**src/rtl/hs4_rx.sv**
```systemverilog
// hs4_rx: four-phase req/ack responder that synchronizes req, captures data and hands it to a valid/ready consumer.
module hs4_rx #(
  parameter int DATA_W      = 8,
  parameter int SYNC_STAGES = 2,
  parameter int CNT_W       = 16
) (
  input  logic              clk,
  input  logic              rst,
  input  logic              req_in,
  input  logic [DATA_W-1:0] data_in,
  output logic              ack_out,
  output logic              out_valid,
  input  logic              out_ready,
  output logic [DATA_W-1:0] out_data,
  output logic              err,
  input  logic              err_clr,
  output logic              busy,
  output logic [CNT_W-1:0]  xfer_cnt
);
  typedef enum logic [1:0] {IDLE, VALID, ACK} state_t;
  state_t                 state;
  logic [SYNC_STAGES-1:0] sync;
  logic                   req_sync, err_set;
  assign req_sync = sync[SYNC_STAGES-1];
  // any req drop while a word is still unaccepted is a violation, even if accepted now
  assign err_set  = (state == VALID) && !req_sync;
  always_ff @(posedge clk) begin
    if (rst) begin
      sync      <= '0;
      state     <= IDLE;
      ack_out   <= 1'b0;
      out_valid <= 1'b0;
      out_data  <= '0;
      err       <= 1'b0;
      busy      <= 1'b0;
      xfer_cnt  <= '0;
    end else begin
      sync <= {sync[SYNC_STAGES-2:0], req_in};
      err  <= err_set | (err & ~err_clr);
      case (state)
        IDLE: if (req_sync) begin
          out_data  <= data_in;
          out_valid <= 1'b1;
          busy      <= 1'b1;
          state     <= VALID;
        end
        VALID: if (out_ready) begin
          xfer_cnt  <= xfer_cnt + CNT_W'(1);
          out_valid <= 1'b0;
          ack_out   <= 1'b1;
          state     <= ACK;
        end else if (!req_sync) begin
          out_valid <= 1'b0;
          busy      <= 1'b0;
          state     <= IDLE;
        end
        ACK: if (!req_sync) begin
          ack_out <= 1'b0;
          busy    <= 1'b0;
          state   <= IDLE;
        end
        default: state <= IDLE;
      endcase
    end
  end
endmodule

```
**config.mk**
```make
export PLATFORM = sky130hd
export DESIGN_NAME = hs4_rx
export DESIGN_NICKNAME = d
export VERILOG_FILES = /design/src/rtl/hs4_rx.sv
export SDC_FILE = /design/constraint.sdc
export NUM_CORES = 1
export LEC_CHECK = 0
export ABC_AREA = 0
export BUFFER_PORTS_ARGS = -buffer_cell sky130_fd_sc_hd__buf_2
export CAP_MARGIN = 40
export CORE_AREA = 2 2 72 74
export CTS_BUF_LIST = sky130_fd_sc_hd__clkbuf_8
export DETAILED_ROUTE_END_ITERATION = 12
export DIE_AREA = 0 0 74 76
export HOLD_SLACK_MARGIN = 0.06
export PLACE_DENSITY = 0.49
export SYNTH_ARGS = -nofsm -noshare
export SYNTH_HDL_FRONTEND = slang
export SYNTH_SLANG_ARGS = --single-unit
```
**constraint.sdc**
```tcl
create_clock -name clk -period 3.58 [get_ports clk]
set_input_delay 0.537 -clock clk [delete_from_list [all_inputs] [get_ports clk]]
set_output_delay 0.537 -clock clk [all_outputs]
set_load 0.05 [all_outputs]
```
==> results of run 1 <==
[worst min-delay path by stage]
stage	cells after the start	slack, ps	start	end
5_1_grt	1	470	sync[0]$_SDFF_PP0_	sync[1]$_SDFF_PP0_
6_report	1	440	sync[0]$_SDFF_PP0_	sync[1]$_SDFF_PP0_
4_1_cts	1	440	sync[0]$_SDFF_PP0_	sync[1]$_SDFF_PP0_
2_1_floorplan	1	410	sync[0]$_SDFF_PP0_	sync[1]$_SDFF_PP0_
3_3_place_gp	1	420	sync[0]$_SDFF_PP0_	sync[1]$_SDFF_PP0_
3_5_place_dp	1	430	sync[0]$_SDFF_PP0_	sync[1]$_SDFF_PP0_
[flip-flops by register name, indices dropped and copies added (netlist names)]
name and count:
state 2, err 1, sync 2, out_data 8, xfer_cnt 16, out_valid 1
busy 1, ack_out 1
[per-layer routing]
metal / wire length [um] / track usage, %
met1: 1430 / 15.0
met2: 1330 / 18.0
met3: 171 / 5.69
met4: 23 / 4.36
met5: 0 / 0
[Yosys cell counts, drive strengths merged (3+ instances only)]
| library cell | count |
|---|---|
| xnor2 | 6 |
| clkbuf | 3 |
| or3 | 3 |
| dfxtp | 32 |
| inv | 5 |
| nand4 | 3 |
| a21oi | 19 |
| buf | 3 |
| nand2b | 5 |
| nor3 | 4 |
| o21ai | 6 |
| ha | 5 |
| nor2b | 6 |
| nand3 | 14 |
| nand2 | 14 |
| nor2 | 17 |
| xor2 | 4 |
[area by class of cell]
cell class                      instances  area (um2)
Multi-Input combinational cell        121         728
Fill cell                             516        3110
Clock inverter                          1        30.0
Tap cell                               70        87.6
Sequential cell                        32         641
Clock buffer                            7        96.3
Timing Repair Buffer                   40         200
Inverter                                5        18.8
[where the power goes]
part           internal, W  switching [W]   total, W  leakage [nW]
combinational    0.0000221      0.0000515  0.0000736         0.415
sequential        0.000365     0.00000750   0.000373         0.259
clock             0.000245       0.000130   0.000375        0.0645
total             0.000633       0.000189   0.000822         0.739
[per-stage QoR]
step	utilization (%)	total power (W)
floorplan	-	0.000435
global placement	34.1	0.000455
detailed placement	34.1	0.000455
CTS	36.7	0.000838
global route	36.7	0.000865
finish	36.7	0.000822
[cell families (layout without fill, tap and decap cells)]
family,count (synthesis),count (layout),share of synthesized area (%)
multiplexers,3,3,2.28
adder cells (fa/ha/maj),5,5,4.39
AND/OR/NAND/NOR,74,74,27.2
AO/OA/AOI/OAI,29,29,11.1
flip-flops,32,32,44.9
XOR/XNOR,10,10,6.14
buffers and inverters,12,53,4.04
==> summary.txt, run 1 <==
Synth Net Count = 183
dominant synthesized flop cell = dfxtp_1
drt total wl = 2.96 mm
Ys Warns = 0
DP Area = 0.00168 mm2
final max-slew violation count = 0
Post-Place Cells = 268
Worst Setup SP = state[1]$_SDFFE_PP0P_
Post-synth ARST share = 0%
WP buf/inv = 1
pre-CTS setup slack = 1490 ps
worst r2r src = state[1]$_SDFFE_PP0P_
RSZ-0062 raised after global routing = no
Hold Path Class = register to register
worst reg2reg path depth = 6
worst path required time = 3750 ps
Slew headroom = 56.4%
f_max = 483 MHz
CTS Hold Buffers Added = 0
critical path, cell by cell = inv_1 > ha_1 > nand4_1 > nor4_1 > nand3_1 > mux2_2
Unique masters post-synth = 33
# diodes = 0
most common cell after layout, fill and taps aside = buf_2
Yosys top cell by area = dfxtp_1
Least-Margin Pin Slew = 654 ps
initial DRC count = 35
crit-path max cell delay = 530 ps
first-pass GRT wire length = 5.22 mm
Root Buffer Master = clkbuf_8
CP arrival = 2240 ps
pin count of the biggest net entering global routing = 36
Layout Nets = 223
crit start category = register
Pleak = 0.739 nW
CTS sink count = 32
Post-CTS Setup Inserts = 0
Post-synth EDFFs = 0
Final period util = 57.8%
Final HPWL DP = 2.07 mm
Setup crit end = xfer_cnt[15]$_SDFFE_PP0P_
Slowest-stage cell, CP = nor4_1
Setup CP Type = register to register
share of post-route cells with drive strength above 1 = 26.7%
Via density = 4.44
routed len/inst = 10.7 um
row count = 26
worst skew pair latency = 280 ps
final cell count without fillers = 276
vias = 1226
Design Area, Final = 0.00180 mm2
syn avg cell area = 8.64 um2
final setup fails = 0
antenna violations before repair = 0
Die Wd = 74 um
register area share after synthesis = 44.9%
GRT Util Overall = 12.1%
Synth Cell Area = 0.00143 mm2
FF+latch count, synth = 32
CTS tree = built
instance count on the critical path = 6
starting density of the core = 29.0%
max-capacitance violation count = 0
worst-path fanout max = 9
Clock transition at path regs = 70 ps
synth-to-layout area growth = 26.3%
Final min period = 2070 ps
Critical R2R Capture = xfer_cnt[15]$_SDFFE_PP0P_
Syn Inst Count = 165
area share of the largest cell type after synthesis = 44.9%
Pre-antenna DRT Iters = 4
CP Capture Type = register
VDD IR-drop max = 0.000154 V
worst hold slack = 436 ps
delay-heaviest family, CP = simple AND/OR/NAND/NOR gates
r2r setup slk = 1510 ps
main area contributors after synthesis = dfxtp_1, a21oi_1, nand3_1
Boundary Pins = 41
full die area = 0.00562 mm2
Clock Skews = 8.47 ps
min setup slack post-route = 1510 ps
TNS Setup = 0 ps
Pwr Density = 456 mW/mm2
Remaining DRCs = 0
CTS H-tree lvls = 2
count of final hold-check violations = 0
Remaining Overflow, GRT = 0
core area = 0.00491 mm2
Num CTS Buffers = 5
vias in the first global route = 1142
IO Port Bufs = 40
Routed Antenna Nets = 0
CTS Buffer Depth = 2
RD Place Congestion = 0.726
Die Span Y = 76 um
post_cts resized = 0
outcome = complete, no violations
most frequent cells in the layout = buf_2, dfxtp_1, a21oi_1
No activity file was read; power rests on OpenSTA's default activity.
==> run 2, diff against run 1 <==
ABC_AREA = 1   (was 0)
CORE_AREA = 2 2 75 77   (was 2 2 72 74)
DIE_AREA = 0 0 77 79   (was 0 0 74 76)
PLACE_DENSITY = 0.5   (was 0.49)
clock period = 1.8 ns   (was 3.58 ns; I/O delays follow)
==> summary.txt, run 2 <==
Critical R2R Capture = xfer_cnt[9]$_SDFFE_PP0P_ (was xfer_cnt[15]$_SDFFE_PP0P_)
RD Place Congestion = 0.784 (was 0.726)
CTS Buffer Depth = 2 (unchanged)
Final min period = 1460 ps (was 2070 ps)
Num CTS Buffers = 5 (unchanged)
synth-to-layout area growth = 26.3% (about the same)
worst r2r src = state[1]$_SDFFE_PP0P_ (unchanged)
Remaining Overflow, GRT = 0 (unchanged)
max reg flops = 16 (unchanged)
worst-path fanout max = 8 (was 9)
CTS sink count = 32 (unchanged)
Final HPWL DP = 2.63 mm (was 2.07 mm)
worst reg2reg path depth = 10 (was 6)
area share of the largest cell type after synthesis = 41.6% (was 44.9%)
count of final hold-check violations = 0 (unchanged)
Clock Skews = 3.80 ps (was 8.47 ps)
r2r setup slk = 340 ps (was 1510 ps)
Least-Margin Pin Slew = 312 ps (was 654 ps)
Post-CTS Setup Inserts = 0 (unchanged)
final cell count without fillers = 337 (was 276)
Synth Net Count = 236 (was 183)
Setup CP Type = register to register (unchanged)
Yosys top cell by area = dfxtp_1 (unchanged)
IO Port Bufs = 40 (unchanged)
Setup crit end = xfer_cnt[9]$_SDFFE_PP0P_ (was xfer_cnt[15]$_SDFFE_PP0P_)
worst path required time = 2020 ps (was 3750 ps)
TNS Setup = 0 ps (unchanged)
Synth Cell Area = 0.00154 mm2 (was 0.00143 mm2)
Post-Place Cells = 329 (was 268)
most frequent cells in the layout = nand2_1, nor2_1, buf_2 (was buf_2, dfxtp_1, a21oi_1)
share of post-route cells with drive strength above 1 = 24.9% (was 26.7%)
CP arrival = 1680 ps (was 2240 ps)
GRT Util Overall = 12.2% (was 12.1%)
registers with the most flip-flops = xfer_cnt (16), out_data (8) (unchanged)
crit start category = register (unchanged)
syn avg cell area = 7.07 um2 (was 8.64 um2)
Layout fillers = 610 (was 516)
dominant synthesized flop cell = dfxtp_1 (unchanged)
Syn Inst Count = 218 (was 165)
drt total wl = 3.48 mm (was 2.96 mm)
full die area = 0.00608 mm2 (was 0.00562 mm2)
Post-synth EDFFs = 0 (unchanged)
main area contributors after synthesis = dfxtp_1, nand2_1, nor2_1 (was dfxtp_1, a21oi_1, nand3_1)
Pleak = 0.884 nW (was 0.739 nW)
Die Wd = 77 um (was 74 um)
register area share after synthesis = 41.6% (was 44.9%)
antenna violations before repair = 0 (unchanged)
post_cts resized = 0 (unchanged)
Post-synth ARST share = 0% (unchanged)
Routed Antenna Nets = 0 (unchanged)
Root Buffer Master = clkbuf_8 (unchanged)
final setup fails = 0 (unchanged)
f_max = 686 MHz (was 483 MHz)
worst skew pair latency = 280 ps (about the same)
Ys Warns = 0 (unchanged)
FF+latch count, synth = 32 (unchanged)
synth cell count leaders = nand2_1, nor2_1, dfxtp_1 (was dfxtp_1, a21oi_1, nor2_1)
Clock transition at path regs = 70 ps (about the same)
core area = 0.00534 mm2 (was 0.00491 mm2)
Hold Path Class = primary input to register (was register to register)
routed len/inst = 10.3 um (was 10.7 um)
Pre-antenna DRT Iters = 4 (unchanged)
Remaining DRCs = 0 (unchanged)
VDD IR-drop max = 0.000244 V (was 0.000154 V)
Unique masters post-synth = 24 (was 33)
CP Capture Type = register (unchanged)
Via density = 4.29 (was 4.44)
Slew headroom = 79.1% (was 56.4%)
# diodes = 0 (unchanged)
initial DRC count = 93 (was 35)
final max-slew violation count = 0 (unchanged)
starting density of the core = 28.9% (was 29.0%)
Boundary Pins = 41 (unchanged)
CTS tree = built (unchanged)
Worst Setup SP = state[1]$_SDFFE_PP0P_ (unchanged)
Biggest register = xfer_cnt (unchanged)
outcome = complete, no violations (unchanged)
CTS H-tree lvls = 2 (unchanged)
vias in the first global route = 1338 (was 1142)
vias = 1446 (was 1226)
row count = 27 (was 26)
pin count of the biggest net entering global routing = 18 (was 36)
max-capacitance violation count = 0 (unchanged)
Pwr Density = 863 mW/mm2 (was 456 mW/mm2)
CTS Hold Buffers Added = 0 (unchanged)
Die Span Y = 79 um (was 76 um)
total power = 0.00168 W (was 0.000822 W)
first-pass GRT wire length = 6.02 mm (was 5.22 mm)
Layout Nets = 282 (was 223)
RSZ-0062 raised after global routing = no (unchanged)
Final period util = 81.0% (was 57.8%)
[run 2: cell count changes after synthesis, sizes merged, moves of 7 or more]
cell	change
nor2	+34
nand2	+33
nand3	-7
a21oi	-7
o21ai	+11
inv	+25
[run 2: power by group]
part / internal, W / switching (W)
Sequential: 0.000738 / 0.0000193
Combinational: 0.0000731 / 0.000183
Clock: 0.000405 / 0.000262
Total: 0.00122 / 0.000464
[run 2: area by class of cell]
type	count	area, um2	share of cell area, %
multi-input combinational	152	761	39.1
sequential	32	641	32.9
timing repair buffer	42	228	11.7
inverter	31	119	6.11
tap	72	90.1	4.63
clock buffer	5	68.8	3.54
clock inverter	3	38.8	1.99
[run 2: worst min path at each step]
stage	start	to	slack (ps)	depth (start not counted)
2_1_floorplan	req_in	sync[0]$_SDFF_PP0_	380	2
3_3_place_gp	sync[0]$_SDFF_PP0_	sync[1]$_SDFF_PP0_	400	2
3_5_place_dp	sync[0]$_SDFF_PP0_	sync[1]$_SDFF_PP0_	400	2
4_1_cts	req_in	sync[0]$_SDFF_PP0_	180	3
5_1_grt	req_in	sync[0]$_SDFF_PP0_	200	3
6_report	req_in	sync[0]$_SDFF_PP0_	190	3
[run 2: kinds of logic after synthesis]
family / count (synthesis) / synth area share, %
compound gates: 34 / 11.8
fa+ha+maj: 5 / 4.06
buf+inv: 34 / 9.02
flops: 32 / 41.6
simple gates: 113 / 33.6
[run 2: worst max-delay path: stages, from the launching register on]
cell and delay, ps:
dfxtp_1 330, inv_1 100, ha_1 260, nand2_4 140, inv_4 130, nand2_2 70, nor2_2 110, nand2_1 80
nand2_1 60, nand2_1 50, nor2_1 80
[run 2: per-stage QoR]
stage / instance area (um2) / hold slack [ps] / setup slack, ps / utilization [%]
after floorplan: 1540 / 377 / 207 / -
after global placement: 1840 / 398 / 328 / 34.4
after detailed placement: 1840 / 396 / 351 / 34.4
after CTS: 1950 / 181 / 324 / 36.5
after global routing: 1950 / 195 / 162 / 36.5
final: 1950 / 190 / 342 / 36.5
[run 2: layer usage]
metal | vias to the layer above | wire (um) | global-route usage [%]
met5 | - | 0 | 0
met4 | 0 | 63 | 4.82
met3 | 6 | 124 | 3.18
met2 | 24 | 1520 | 19.7
met1 | 631 | 1770 | 15.7
li1 | 785 | - | -
